$ cat config.mk
export PLATFORM = sky130hd
export DESIGN_NAME = decode_stage_reg_flat
export DESIGN_NICKNAME = d
export VERILOG_FILES = /design/src/rtl/decode_stage_reg_if.sv /design/src/rtl/decode_stage_reg.sv /design/src/flat_wrapper.sv
export SDC_FILE = /design/constraint.sdc
export NUM_CORES = 1
export LEC_CHECK = 0
export BUFFER_PORTS_ARGS = -buffer_cell sky130_fd_sc_hd__buf_2
export CAP_MARGIN = 20
export CELL_PAD_IN_SITES_DETAIL_PLACEMENT = 0
export CELL_PAD_IN_SITES_GLOBAL_PLACEMENT = 1
export CORE_ASPECT_RATIO = 1.2
export CORE_MARGIN = 4
export CORE_UTILIZATION = 46
export DETAILED_ROUTE_END_ITERATION = 12
export HOLD_SLACK_MARGIN = 0.12
export PLACE_DENSITY = 0.82
export SYNTH_ARGS = -nofsm -noshare
export SYNTH_HDL_FRONTEND = slang
export SYNTH_SLANG_ARGS = --single-unit
$ cat constraint.sdc
create_clock -name clk -period 2.2 [get_ports clk]
set_input_delay 0.33 -clock clk [delete_from_list [all_inputs] [get_ports clk]]
set_output_delay 0.33 -clock clk [all_outputs]
set_load 0.005 [all_outputs]
$ cat src/rtl/decode_stage_reg_if.sv
// decode_stage_reg_if
//   Bundles the IF->ID inputs, the write-back port, the forwarding-status
//   inputs and the ID/EX register outputs of the decode stage.
//   master : the pipeline around the stage (drives instruction, write-back,
//            EX/MEM destinations; observes hazard and the ID/EX register)
//   slave  : the decode stage itself
interface decode_stage_reg_if #(
  parameter int DATA_W = 32
);
  logic [DATA_W-1:0] pc_in;
  logic [31:0]       instruction;
  logic              valid_in;
  logic              flush;
  logic [DATA_W-1:0] result_wb;
  logic              write_back;
  logic [3:0]        dest_wb;
  logic [3:0]        status;
  logic              ex_wb_en;
  logic              mem_wb_en;
  logic [3:0]        ex_dest;
  logic [3:0]        mem_dest;

  logic              hazard;
  logic [DATA_W-1:0] pc_out;
  logic [DATA_W-1:0] val_rn;
  logic [DATA_W-1:0] val_rm;
  logic [3:0]        rd;
  logic [3:0]        src1;
  logic [3:0]        src2;
  logic [3:0]        exec_cmd;
  logic              wb_enable;
  logic              mem_read;
  logic              mem_write;
  logic              b;
  logic              s;
  logic              imm;
  logic              valid_out;
  logic [11:0]       shift_operand;
  logic [23:0]       signed_imm_24;

  modport master (
    output pc_in, instruction, valid_in, flush, result_wb, write_back, dest_wb,
           status, ex_wb_en, mem_wb_en, ex_dest, mem_dest,
    input  hazard, pc_out, val_rn, val_rm, rd, src1, src2, exec_cmd, wb_enable,
           mem_read, mem_write, b, s, imm, valid_out, shift_operand, signed_imm_24
  );

  modport slave (
    input  pc_in, instruction, valid_in, flush, result_wb, write_back, dest_wb,
           status, ex_wb_en, mem_wb_en, ex_dest, mem_dest,
    output hazard, pc_out, val_rn, val_rm, rd, src1, src2, exec_cmd, wb_enable,
           mem_read, mem_write, b, s, imm, valid_out, shift_operand, signed_imm_24
  );
endinterface

$ cat src/rtl/decode_stage_reg.sv
// decode_stage_reg
//   ARM-like instruction decode stage with its register file and the ID/EX
//   pipeline register. Decodes mode/opcode/condition, reads Rn/Rm
//   combinationally, raises a combinational load-use style hazard against
//   the EX and MEM destinations, and captures the result (or a bubble) on
//   every rising clk edge.
// Ports
//   clk  : rising-edge clock
//   rst  : asynchronous active-low reset (clears register file and ID/EX)
//   bus  : decode_stage_reg_if.slave (instruction in, write-back, forwarding
//          status in; hazard and ID/EX register out)
// Configuration
//   DECODE_WB_BYPASS_EN : when defined, a same-cycle write-back to the
//   register being read is forwarded to the read port.
module decode_stage_reg #(
  parameter int DATA_W   = 32,
  parameter int NUM_REGS = 16
) (
  input logic               clk,
  input logic               rst,
  decode_stage_reg_if.slave bus
);
  localparam logic [4:0] NREG = 5'(NUM_REGS);

  // Always 16 entries so a 4-bit address indexes cleanly; entries at or
  // above NUM_REGS are never written and read back as 0.
  logic [DATA_W-1:0] rf [16];

  logic [3:0]        cond;
  logic [1:0]        mode;
  logic [3:0]        opcode;
  logic [3:0]        rn_addr;
  logic [3:0]        rm_addr;
  logic              is_alu;
  logic              is_str;
  logic              is_cmp_tst;
  logic              is_mov_mvn;
  logic              two_src;
  logic              cond_ok;
  logic              rn_hit;
  logic              rm_hit;
  logic              bubble;
  logic              wr_ok;
  logic [3:0]        alu_cmd;
  logic              alu_known;
  logic [3:0]        dec_cmd;
  logic              dec_wb;
  logic              dec_mr;
  logic              dec_mw;
  logic              dec_b;
  logic              dec_s;
  logic              dec_imm;
  logic [DATA_W-1:0] rn_data;
  logic [DATA_W-1:0] rm_data;

  assign cond       = bus.instruction[31:28];
  assign mode       = bus.instruction[27:26];
  assign opcode     = bus.instruction[24:21];
  assign is_alu     = (mode == 2'b00);
  assign is_str     = (mode == 2'b01) && !bus.instruction[20];
  assign is_cmp_tst = (opcode == 4'b1010) || (opcode == 4'b1000);
  assign is_mov_mvn = (opcode == 4'b1101) || (opcode == 4'b1111);
  assign rn_addr    = bus.instruction[19:16];
  assign rm_addr    = is_str ? bus.instruction[15:12] : bus.instruction[3:0];
  assign two_src    = is_str || (is_alu && !bus.instruction[25]);
  assign wr_ok      = ({1'b0, bus.dest_wb} < NREG);

  // Condition field against status = {Z,N,C,V}
  always_comb begin
    cond_ok = 1'b0;
    case (cond)
      4'b0000: cond_ok = bus.status[3];
      4'b0001: cond_ok = !bus.status[3];
      4'b0010: cond_ok = bus.status[1];
      4'b0011: cond_ok = !bus.status[1];
      4'b0100: cond_ok = bus.status[2];
      4'b0101: cond_ok = !bus.status[2];
      4'b0110: cond_ok = bus.status[0];
      4'b0111: cond_ok = !bus.status[0];
      4'b1000: cond_ok = bus.status[1] && !bus.status[3];
      4'b1001: cond_ok = !bus.status[1] || bus.status[3];
      4'b1010: cond_ok = (bus.status[2] == bus.status[0]);
      4'b1011: cond_ok = (bus.status[2] != bus.status[0]);
      4'b1100: cond_ok = !bus.status[3] && (bus.status[2] == bus.status[0]);
      4'b1101: cond_ok = bus.status[3] || (bus.status[2] != bus.status[0]);
      4'b1110: cond_ok = 1'b1;
      default: cond_ok = 1'b0;
    endcase
  end

  always_comb begin
    alu_known = 1'b1;
    alu_cmd   = 4'b0000;
    case (opcode)
      4'b1101: alu_cmd = 4'b0001;
      4'b1111: alu_cmd = 4'b1001;
      4'b0100: alu_cmd = 4'b0010;
      4'b0101: alu_cmd = 4'b0011;
      4'b0010: alu_cmd = 4'b0100;
      4'b0110: alu_cmd = 4'b0101;
      4'b0000: alu_cmd = 4'b0110;
      4'b1100: alu_cmd = 4'b0111;
      4'b0001: alu_cmd = 4'b1000;
      4'b1010: alu_cmd = 4'b0100;
      4'b1000: alu_cmd = 4'b0110;
      default: alu_known = 1'b0;
    endcase
  end

  always_comb begin
    dec_cmd = 4'b0000;
    dec_wb  = 1'b0;
    dec_mr  = 1'b0;
    dec_mw  = 1'b0;
    dec_b   = 1'b0;
    dec_s   = 1'b0;
    dec_imm = 1'b0;
    if (cond_ok) begin
      case (mode)
        2'b00: begin
          if (alu_known) begin
            dec_cmd = alu_cmd;
            dec_wb  = !is_cmp_tst;
            dec_s   = bus.instruction[20] || is_cmp_tst;
            dec_imm = bus.instruction[25];
          end
        end
        2'b01: begin
          dec_cmd = 4'b0010;
          dec_mr  = bus.instruction[20];
          dec_wb  = bus.instruction[20];
          dec_mw  = !bus.instruction[20];
        end
        2'b10:   dec_b = 1'b1;
        default: ;
      endcase
    end
  end

  // MOV/MVN ignore Rn, so it cannot stall them.
  assign rn_hit = (bus.ex_wb_en && (bus.ex_dest == rn_addr)) ||
                  (bus.mem_wb_en && (bus.mem_dest == rn_addr));
  assign rm_hit = (bus.ex_wb_en && (bus.ex_dest == rm_addr)) ||
                  (bus.mem_wb_en && (bus.mem_dest == rm_addr));
  assign bus.hazard = bus.valid_in &&
                      (((!(is_alu && is_mov_mvn)) && rn_hit) || (two_src && rm_hit));

  assign bubble = bus.flush || bus.hazard || !bus.valid_in;

  always_comb begin
    rn_data = '0;
    rm_data = '0;
    if ({1'b0, rn_addr} < NREG) rn_data = rf[rn_addr];
    if ({1'b0, rm_addr} < NREG) rm_data = rf[rm_addr];
`ifdef DECODE_WB_BYPASS_EN
    if (bus.write_back && wr_ok && (bus.dest_wb == rn_addr)) rn_data = bus.result_wb;
    if (bus.write_back && wr_ok && (bus.dest_wb == rm_addr)) rm_data = bus.result_wb;
`endif
  end

  always_ff @(posedge clk or negedge rst) begin
    if (!rst) begin
      for (int i = 0; i < 16; i++) rf[i] <= '0;
    end else if (bus.write_back && wr_ok) begin
      rf[bus.dest_wb] <= bus.result_wb;
    end
  end

  // ID/EX register: a bubble clears controls but holds the data fields.
  always_ff @(posedge clk or negedge rst) begin
    if (!rst) begin
      bus.pc_out        <= '0;
      bus.val_rn        <= '0;
      bus.val_rm        <= '0;
      bus.rd            <= '0;
      bus.src1          <= '0;
      bus.src2          <= '0;
      bus.shift_operand <= '0;
      bus.signed_imm_24 <= '0;
      bus.exec_cmd      <= '0;
      bus.wb_enable     <= 1'b0;
      bus.mem_read      <= 1'b0;
      bus.mem_write     <= 1'b0;
      bus.b             <= 1'b0;
      bus.s             <= 1'b0;
      bus.imm           <= 1'b0;
      bus.valid_out     <= 1'b0;
    end else if (bubble) begin
      bus.exec_cmd  <= '0;
      bus.wb_enable <= 1'b0;
      bus.mem_read  <= 1'b0;
      bus.mem_write <= 1'b0;
      bus.b         <= 1'b0;
      bus.s         <= 1'b0;
      bus.imm       <= 1'b0;
      bus.valid_out <= 1'b0;
    end else begin
      bus.pc_out        <= bus.pc_in;
      bus.val_rn        <= rn_data;
      bus.val_rm        <= rm_data;
      bus.rd            <= bus.instruction[15:12];
      bus.src1          <= rn_addr;
      bus.src2          <= rm_addr;
      bus.shift_operand <= bus.instruction[11:0];
      bus.signed_imm_24 <= bus.instruction[23:0];
      bus.exec_cmd      <= dec_cmd;
      bus.wb_enable     <= dec_wb;
      bus.mem_read      <= dec_mr;
      bus.mem_write     <= dec_mw;
      bus.b             <= dec_b;
      bus.s             <= dec_s;
      bus.imm           <= dec_imm;
      bus.valid_out     <= cond_ok;
    end
  end
endmodule
$ cat src/flat_wrapper.sv
// flat-port wrapper written by rule: the top's interface ports become plain ports
module decode_stage_reg_flat 
#(
  parameter int DATA_W   = 32,
  parameter int NUM_REGS = 16
)
  (clk, rst, bus_pc_in, bus_instruction, bus_valid_in, bus_flush, bus_result_wb, bus_write_back, bus_dest_wb, bus_status, bus_ex_wb_en, bus_mem_wb_en, bus_ex_dest, bus_mem_dest, bus_hazard, bus_pc_out, bus_val_rn, bus_val_rm, bus_rd, bus_src1, bus_src2, bus_exec_cmd, bus_wb_enable, bus_mem_read, bus_mem_write, bus_b, bus_s, bus_imm, bus_valid_out, bus_shift_operand, bus_signed_imm_24);
  decode_stage_reg_if #(.DATA_W(DATA_W)) bus_i ();
  input logic clk;
  input logic rst;
  input wire logic [$bits(bus_i.pc_in)-1:0] bus_pc_in;
  input wire logic [$bits(bus_i.instruction)-1:0] bus_instruction;
  input wire logic [$bits(bus_i.valid_in)-1:0] bus_valid_in;
  input wire logic [$bits(bus_i.flush)-1:0] bus_flush;
  input wire logic [$bits(bus_i.result_wb)-1:0] bus_result_wb;
  input wire logic [$bits(bus_i.write_back)-1:0] bus_write_back;
  input wire logic [$bits(bus_i.dest_wb)-1:0] bus_dest_wb;
  input wire logic [$bits(bus_i.status)-1:0] bus_status;
  input wire logic [$bits(bus_i.ex_wb_en)-1:0] bus_ex_wb_en;
  input wire logic [$bits(bus_i.mem_wb_en)-1:0] bus_mem_wb_en;
  input wire logic [$bits(bus_i.ex_dest)-1:0] bus_ex_dest;
  input wire logic [$bits(bus_i.mem_dest)-1:0] bus_mem_dest;
  output wire logic [$bits(bus_i.hazard)-1:0] bus_hazard;
  output wire logic [$bits(bus_i.pc_out)-1:0] bus_pc_out;
  output wire logic [$bits(bus_i.val_rn)-1:0] bus_val_rn;
  output wire logic [$bits(bus_i.val_rm)-1:0] bus_val_rm;
  output wire logic [$bits(bus_i.rd)-1:0] bus_rd;
  output wire logic [$bits(bus_i.src1)-1:0] bus_src1;
  output wire logic [$bits(bus_i.src2)-1:0] bus_src2;
  output wire logic [$bits(bus_i.exec_cmd)-1:0] bus_exec_cmd;
  output wire logic [$bits(bus_i.wb_enable)-1:0] bus_wb_enable;
  output wire logic [$bits(bus_i.mem_read)-1:0] bus_mem_read;
  output wire logic [$bits(bus_i.mem_write)-1:0] bus_mem_write;
  output wire logic [$bits(bus_i.b)-1:0] bus_b;
  output wire logic [$bits(bus_i.s)-1:0] bus_s;
  output wire logic [$bits(bus_i.imm)-1:0] bus_imm;
  output wire logic [$bits(bus_i.valid_out)-1:0] bus_valid_out;
  output wire logic [$bits(bus_i.shift_operand)-1:0] bus_shift_operand;
  output wire logic [$bits(bus_i.signed_imm_24)-1:0] bus_signed_imm_24;
  assign bus_i.pc_in = bus_pc_in;
  assign bus_i.instruction = bus_instruction;
  assign bus_i.valid_in = bus_valid_in;
  assign bus_i.flush = bus_flush;
  assign bus_i.result_wb = bus_result_wb;
  assign bus_i.write_back = bus_write_back;
  assign bus_i.dest_wb = bus_dest_wb;
  assign bus_i.status = bus_status;
  assign bus_i.ex_wb_en = bus_ex_wb_en;
  assign bus_i.mem_wb_en = bus_mem_wb_en;
  assign bus_i.ex_dest = bus_ex_dest;
  assign bus_i.mem_dest = bus_mem_dest;
  assign bus_hazard = bus_i.hazard;
  assign bus_pc_out = bus_i.pc_out;
  assign bus_val_rn = bus_i.val_rn;
  assign bus_val_rm = bus_i.val_rm;
  assign bus_rd = bus_i.rd;
  assign bus_src1 = bus_i.src1;
  assign bus_src2 = bus_i.src2;
  assign bus_exec_cmd = bus_i.exec_cmd;
  assign bus_wb_enable = bus_i.wb_enable;
  assign bus_mem_read = bus_i.mem_read;
  assign bus_mem_write = bus_i.mem_write;
  assign bus_b = bus_i.b;
  assign bus_s = bus_i.s;
  assign bus_imm = bus_i.imm;
  assign bus_valid_out = bus_i.valid_out;
  assign bus_shift_operand = bus_i.shift_operand;
  assign bus_signed_imm_24 = bus_i.signed_imm_24;
  decode_stage_reg #(.DATA_W(DATA_W), .NUM_REGS(NUM_REGS)) u_core (.clk(clk), .rst(rst), .bus(bus_i));
endmodule
# Yosys cells after proc, flatten, opt, wreduce, memory -nomap -nowiden
# Index checks and enable logic that the tools add are counted.
dict set report classes {
  n_lt_le_gt_ge 4
  eq_ne 32
  n_reduce_logical 39
  n_bitwise 3
  n_mux 39
}
# operator n
set ops {}
lappend ops {{$bwmux 512} 1}
lappend ops {{$bmux 32 s4} 2}
lappend ops {{$mux 32} 5}
lappend ops {{$demux 32 s4} 1}
lappend ops {{$eq 4x4->1 const B} 12}
lappend ops {{$pmux 4 s9} 1}
lappend ops {{$eq 4x3->1 const B} 7}
lappend ops {{$mux 1} 22}
lappend ops {{$eq 4x4->1} 4}
lappend ops {{$mux 4} 4}
lappend ops {{$ge 5x5->1 const B} 3}
lappend ops {{$not 4->5} 3}
lappend ops {{$pmux 1 s15} 1}
lappend ops {{$logic_and 1x1->1} 13}
lappend ops {{$eq 4x2->1 const B} 3}
lappend ops {{$logic_or 1x1->1} 11}
lappend ops {{$reduce_or 11->1} 1}
lappend ops {{$logic_not 1->1} 9}
lappend ops {{$eq 4x1->1 const B} 2}
lappend ops {{$logic_not 4->1} 2}
lappend ops {{$pmux 4 s2} 1}
lappend ops {{$lt 5x1->1 const B} 1}
lappend ops {{$reduce_or 2->1} 2}
lappend ops {{$eq 2x1->1 const B} 1}
lappend ops {{other kinds (5)} 5}
dict set report totals {
  input_bits 119
  wordCells 149
  register_bits 667
}

# Longest topological paths before layout
dict set report depth {
  ltp_word 12
  depth_mapped 12
}

# Least setup slack after synthesis
# Ideal clock, no wire load.
dict set report synth_timing {
  path_kind {input -> register}
  from {input port bus_instruction[26]}
  to {register u_core.bus.pc_out[0]}
  t_required_ns 2.075
  arrival_ns 2.676
  setup_time_ns 0.125
  path_stages 11
  path_slack_ns -0.600
  path_cell_list {buf_4 > or3b_1 > mux2_1 > buf_2 > xnor2_1 > o2111a_1 > a21oi_1 > nand2_1 > buf_4 > buf_6 > mux2_2}
}
dict set report synth_via {
  elab_chain_cells 11
  elab_cells_between_ends 19
}
# item line
set synth_lines {}
lappend synth_lines {{start, declared} flat_wrapper.sv:12} ;# input wire logic [$bits(bus_i.instruction)-1:0] bus_instruction;
lappend synth_lines {{$eq 2x1->1} decode_stage_reg.sv:60} ;# assign is_str = (mode == 2'b01) && !bus.instruction[20];
lappend synth_lines {{$logic_and 1x1->1} decode_stage_reg.sv:60}
lappend synth_lines {{$mux 4} decode_stage_reg.sv:64} ;# assign rm_addr = is_str ? bus.instruction[15:12] : bus.instruction[3:0];
lappend synth_lines {{$eq 4x4->1, on equally long branches} {decode_stage_reg.sv:143, decode_stage_reg.sv:144}}
lappend synth_lines {{$logic_and 1x1->1, on equally long branches} {decode_stage_reg.sv:143, decode_stage_reg.sv:144}}
lappend synth_lines {{$logic_or 1x1->1} decode_stage_reg.sv:143} ;# assign rm_hit = (bus.ex_wb_en && (bus.ex_dest == rm_addr)) ||
lappend synth_lines {{$logic_and 1x1->1} decode_stage_reg.sv:146} ;# (((!(is_alu && is_mov_mvn)) && rn_hit) || (two_src && rm_hit));
lappend synth_lines {{$logic_or 1x1->1 *} decode_stage_reg.sv:146}
lappend synth_lines {{$logic_and 1x1->1 *} decode_stage_reg.sv:145} ;# assign bus.hazard = bus.valid_in &&
lappend synth_lines {{$logic_or 1x1->1 * (2 in a row)} decode_stage_reg.sv:148} ;# assign bubble = bus.flush || bus.hazard || !bus.valid_in;
lappend synth_lines {{end signal, assigned} decode_stage_reg.sv:198} ;# bus.pc_out <= bus.pc_in;
lappend synth_lines {{end, declared} decode_stage_reg_if.sv:51} ;# output hazard, pc_out, val_rn, val_rm, rd, src1, src2, exec_cmd, wb_enable,
# Every way passes the cells marked *; elsewhere a longest branch is shown, timed or not.
# A chain may end at the register's enable or synchronous reset.

# Worst setup path after layout
dict set report layout_timing {
  from {input port bus_instruction[27]}
  to {output port bus_hazard}
}
dict set report layout_via {
  elab_chain_cells 9
  elab_cells_between_ends 17
}
# item line
set layout_lines {}
lappend layout_lines {{$eq 2x1->1} decode_stage_reg.sv:60}
lappend layout_lines {{$logic_and 1x1->1} decode_stage_reg.sv:60}
lappend layout_lines {{$mux 4} decode_stage_reg.sv:64}
lappend layout_lines {{$eq 4x4->1, on equally long branches} {decode_stage_reg.sv:143, decode_stage_reg.sv:144}}
lappend layout_lines {{$logic_and 1x1->1, on equally long branches} {decode_stage_reg.sv:143, decode_stage_reg.sv:144}}
lappend layout_lines {{$logic_or 1x1->1} decode_stage_reg.sv:143}
lappend layout_lines {{$logic_and 1x1->1} decode_stage_reg.sv:146}
lappend layout_lines {{$logic_or 1x1->1 *} decode_stage_reg.sv:146}
lappend layout_lines {{$logic_and 1x1->1 *} decode_stage_reg.sv:145}
lappend layout_lines {{end, declared} flat_wrapper.sv:23} ;# output wire logic [$bits(bus_i.hazard)-1:0] bus_hazard;
# Marked as above.

==> impl_metrics.tcl <==
set metrics [dict create \
    netlist_area_sq_um 36780 \
    fmax_ghz 0.4004 \
    powerDensity_nw_per_um2 885.9 \
    cpPeakStageDelay_ns 0.44 \
    antenna_found_initial 11 \
    failed_checks "negative setup slack" \
    place_congestion 0.8374 \
    finalHoldViolCount 0 \
    dieArea_sq_um 84570 \
    synth_top_area_share_pct 44.02 \
    hold_path_class "input pin to asynchronous set/reset pin" \
    rows 113 \
    die_y_microns 317.8 \
    worst_pin_slew_ns 0.8230 \
    synth_edf_count 0 \
    avgSynthCellArea_sq_um 14.34 \
    dr.pass1.iters 7 \
    synth-xor-area-share_pct 0.3334 \
    wl_per_cell_microns 28.74 \
    layout-drive-gt1-share_pct 56.47 \
    dp_hpwl_microns 70220 \
    critPathKind "input pin to primary output" \
    drt_iter0_markers 2340 \
    setup_tns_ns -2.157 \
    place_ws_ns -0.6561 \
    grt_pass1_vias 27470 \
    cts_buffers 67 \
    via_per_inst 6.502 \
    fin_area_sq_um 44550 \
    clkTransAtPathRegs_ns 0.06 \
    worst_slack_ns -0.2977 \
    track_usage_pct 26.49 \
    synth_simple_gate_area_share_pct 3.051 \
    synthTopCellsByArea "dfrtp_1 44%, mux4_2 22%, mux2_2 20%, mux2i_1 2.7%, clkbuf_1 1.8%" \
    worstPathMaxFanout 4 \
    core_area_sq_um 79180 \
    synth_seq_cells 647 \
    maxCapViolCount 0 \
    synth_compound_area_share_pct 4.500 \
    numClockSinks 647 \
    synth_top_family_by_area "multiplexers" \
    synth_fa_ha_area_share_pct 0 \
    seq_area_frac_synth_pct 44.02 \
    cts-htree-levels 3 \
    holdWs_ns 0.1461 \
    multi_input_area_sq_um 19570 \
    fin_crit_sh_pct 113.5 \
    cp_slowest_cell "o41a_1" \
    setup.worst_path.start_class "input pin" \
    synthMuxAreaShare_pct 44.70 \
    yosysTopAreaCell "dfrtp_1" \
    area_delta_synth_final_pct 21.11 \
    syn_inst 2565 \
    skew_ns 0.02412 \
    clockBufferDepth 3 \
    synth_common_cells "666 x mux2_2, 647 x dfrtp_1, 352 x mux4_2, 174 x clkbuf_1, 119 x nor2_1" \
    grt_max_degree 113 \
    die_w_microns 266.1 \
    finalMaxSlewViolations 0 \
    synth_cell_types 45 \
    routed_wl_microns 116100 \
    crit_chain "buf_6 > buf_6 > nor3b_4 > mux2i_2 > a221o_1 > o41a_1 > buf_6 > a21boi_2 > buf_4" \
    syn_nets 2684 \
    ys.flop_type "dfrtp_1" \
    max_slew_margin_pct 45.14 \
    io_buffers 274 \
    required_ns 1.87 \
    peakVddDrop_v 0.0005690 \
    layout.nets 3070 \
    seqCellArea_sq_um 16190 \
    crit_arrival_ns 2.17 \
    clock_latency_ns 0.62 \
    min_period_ns 2.498 \
    setup_viol 51 \
    yosys_warnings 0 \
    outcome "finished, violations left" \
    initial_core_util_pct 46.46 \
    ioPinCount 275 \
    ys_async_sr_fraction_pct 100.0 \
    end_kind "primary output" \
    rsz0062_at_grt "true" \
    cp_common_cell "buf_6" \
    grt-ovfl-total 0 \
    cellLeakagePower_uw 0.01891 \
    fill_cells 6205 \
    synth.most_common_cell "mux2_2" \
    drtAntennaViolNets 0 \
    cts_tree "yes" \
    placed_area_sq_um 41100 \
    drc 0 \
    grt_pass1_wl_microns 172000 \
    cts_root_buf "clkbuf_16" \
    vias 26250 \
]
-- area by class of cell --
| class | count | share of cell area [%] |
|---|---|---|
| Multi-Input combinational cell | 1635 | 43.93 |
| Sequential cell | 647 | 36.34 |
| Timing Repair Buffer | 590 | 11.89 |
| Clock buffer | 100 | 4.474 |
| Tap cell | 1035 | 2.907 |
| Clock inverter | 18 | 0.3511 |
| Inverter | 10 | 0.08426 |
| Antenna cell | 3 | 0.01685 |
-- per-layer routing --
layer  GRT usage [%]  share of wire [%]
met5               0              0.084
met4           11.11                4.4
met3           6.209                8.6
met2           43.70                 49
met1           33.79                 38
-- report_power, final --
part / total, uW / leakage, uW / internal (uW) / switching, uW
Sequential: 17400 / 0.00794 / 14800 / 2620
Clock: 11300 / 0.00107 / 6510 / 4830
Combinational: 10700 / 0.00991 / 6700 / 4030
-- path summary, 6_finish.rpt --
path	cells after the start	endpoint	slack, ns	from
max in group asynchronous	4	u_core.rf[168]	1.20	rst
hold / removal	2	u_core.bus.val_rm[25]	0.15	rst
setup reg to reg	6	u_core.bus.val_rm[15]	0.13	u_core.rf[15]
min in group clk	4	u_core.bus.mem_write	0.17	bus_instruction[20]
setup / recovery	9	bus_hazard	-0.30	bus_instruction[27]
hold reg to reg	1	u_core.bus.val_rn[19]	0.50	u_core.bus.val_rn[19]
-- logic make-up after synthesis --
kind of cell | after synthesis
AO/OA/AOI/OAI | 263
XOR/XNOR | 14
buffers and inverters | 283
flip-flops | 647
multiplexers | 1119
AND/OR/NAND/NOR | 239
-- state kept, by name, summed over array words and instances, names as in the netlist, 4 cells and up --
name / cells
u_core.bus.pc_out: 32
u_core.bus.src2: 4
u_core.bus.val_rm: 32
u_core.bus.exec_cmd: 4
u_core.bus.val_rn: 32
u_core.rf: 512
u_core.bus.signed_imm_24: 24
-- metrics by stage --
| stage | power, uW | instances | util (%) |
|---|---|---|---|
| floorplan | 24000 | 2565 | - |
| global placement | 27110 | 3827 | 51.91 |
| detailed placement | 27840 | 3827 | 51.91 |
| CTS | 39320 | 4004 | 55.45 |
| global route | 41230 | 4037 | 56.26 |
| finish | 39460 | 4038 | 56.26 |
-- critical path, delay by kind of cell --
| kind | cells | cell delay [ns] |
|---|---|---|
| compound gates | 3 | 0.87 |
| buf+inv | 4 | 0.51 |
| simple gates | 1 | 0.34 |
| mux | 1 | 0.12 |
-- what timing repair did --
item / CTS / global route
hold buffers: 53 / 0
gates cloned: 1 / 14
resized for setup: 11 / 35
pin swaps: 5 / 14
setup buffers: 5 / 18
setup endpoints to repair: 2 / 82
endpoints found under the hold margin: 649 / 0
-- layout by cell type, fill, tap and decap left out, types with 31 or more instances in the layout --
cell type,count
mux2_2,662
dfrtp_1,647
mux4_2,352
buf_2,264
buf_4,160
nor2_1,108
a21oi_1,105
mux2i_1,96
clkbuf_16,79
buf_12,74
a211oi_1,66
dlygate4sd3_1,53
o21ai_0,40
nor3_1,33
nor2b_1,33
o221ai_1,31
Note: power is estimated with default switching activity, not from simulation.
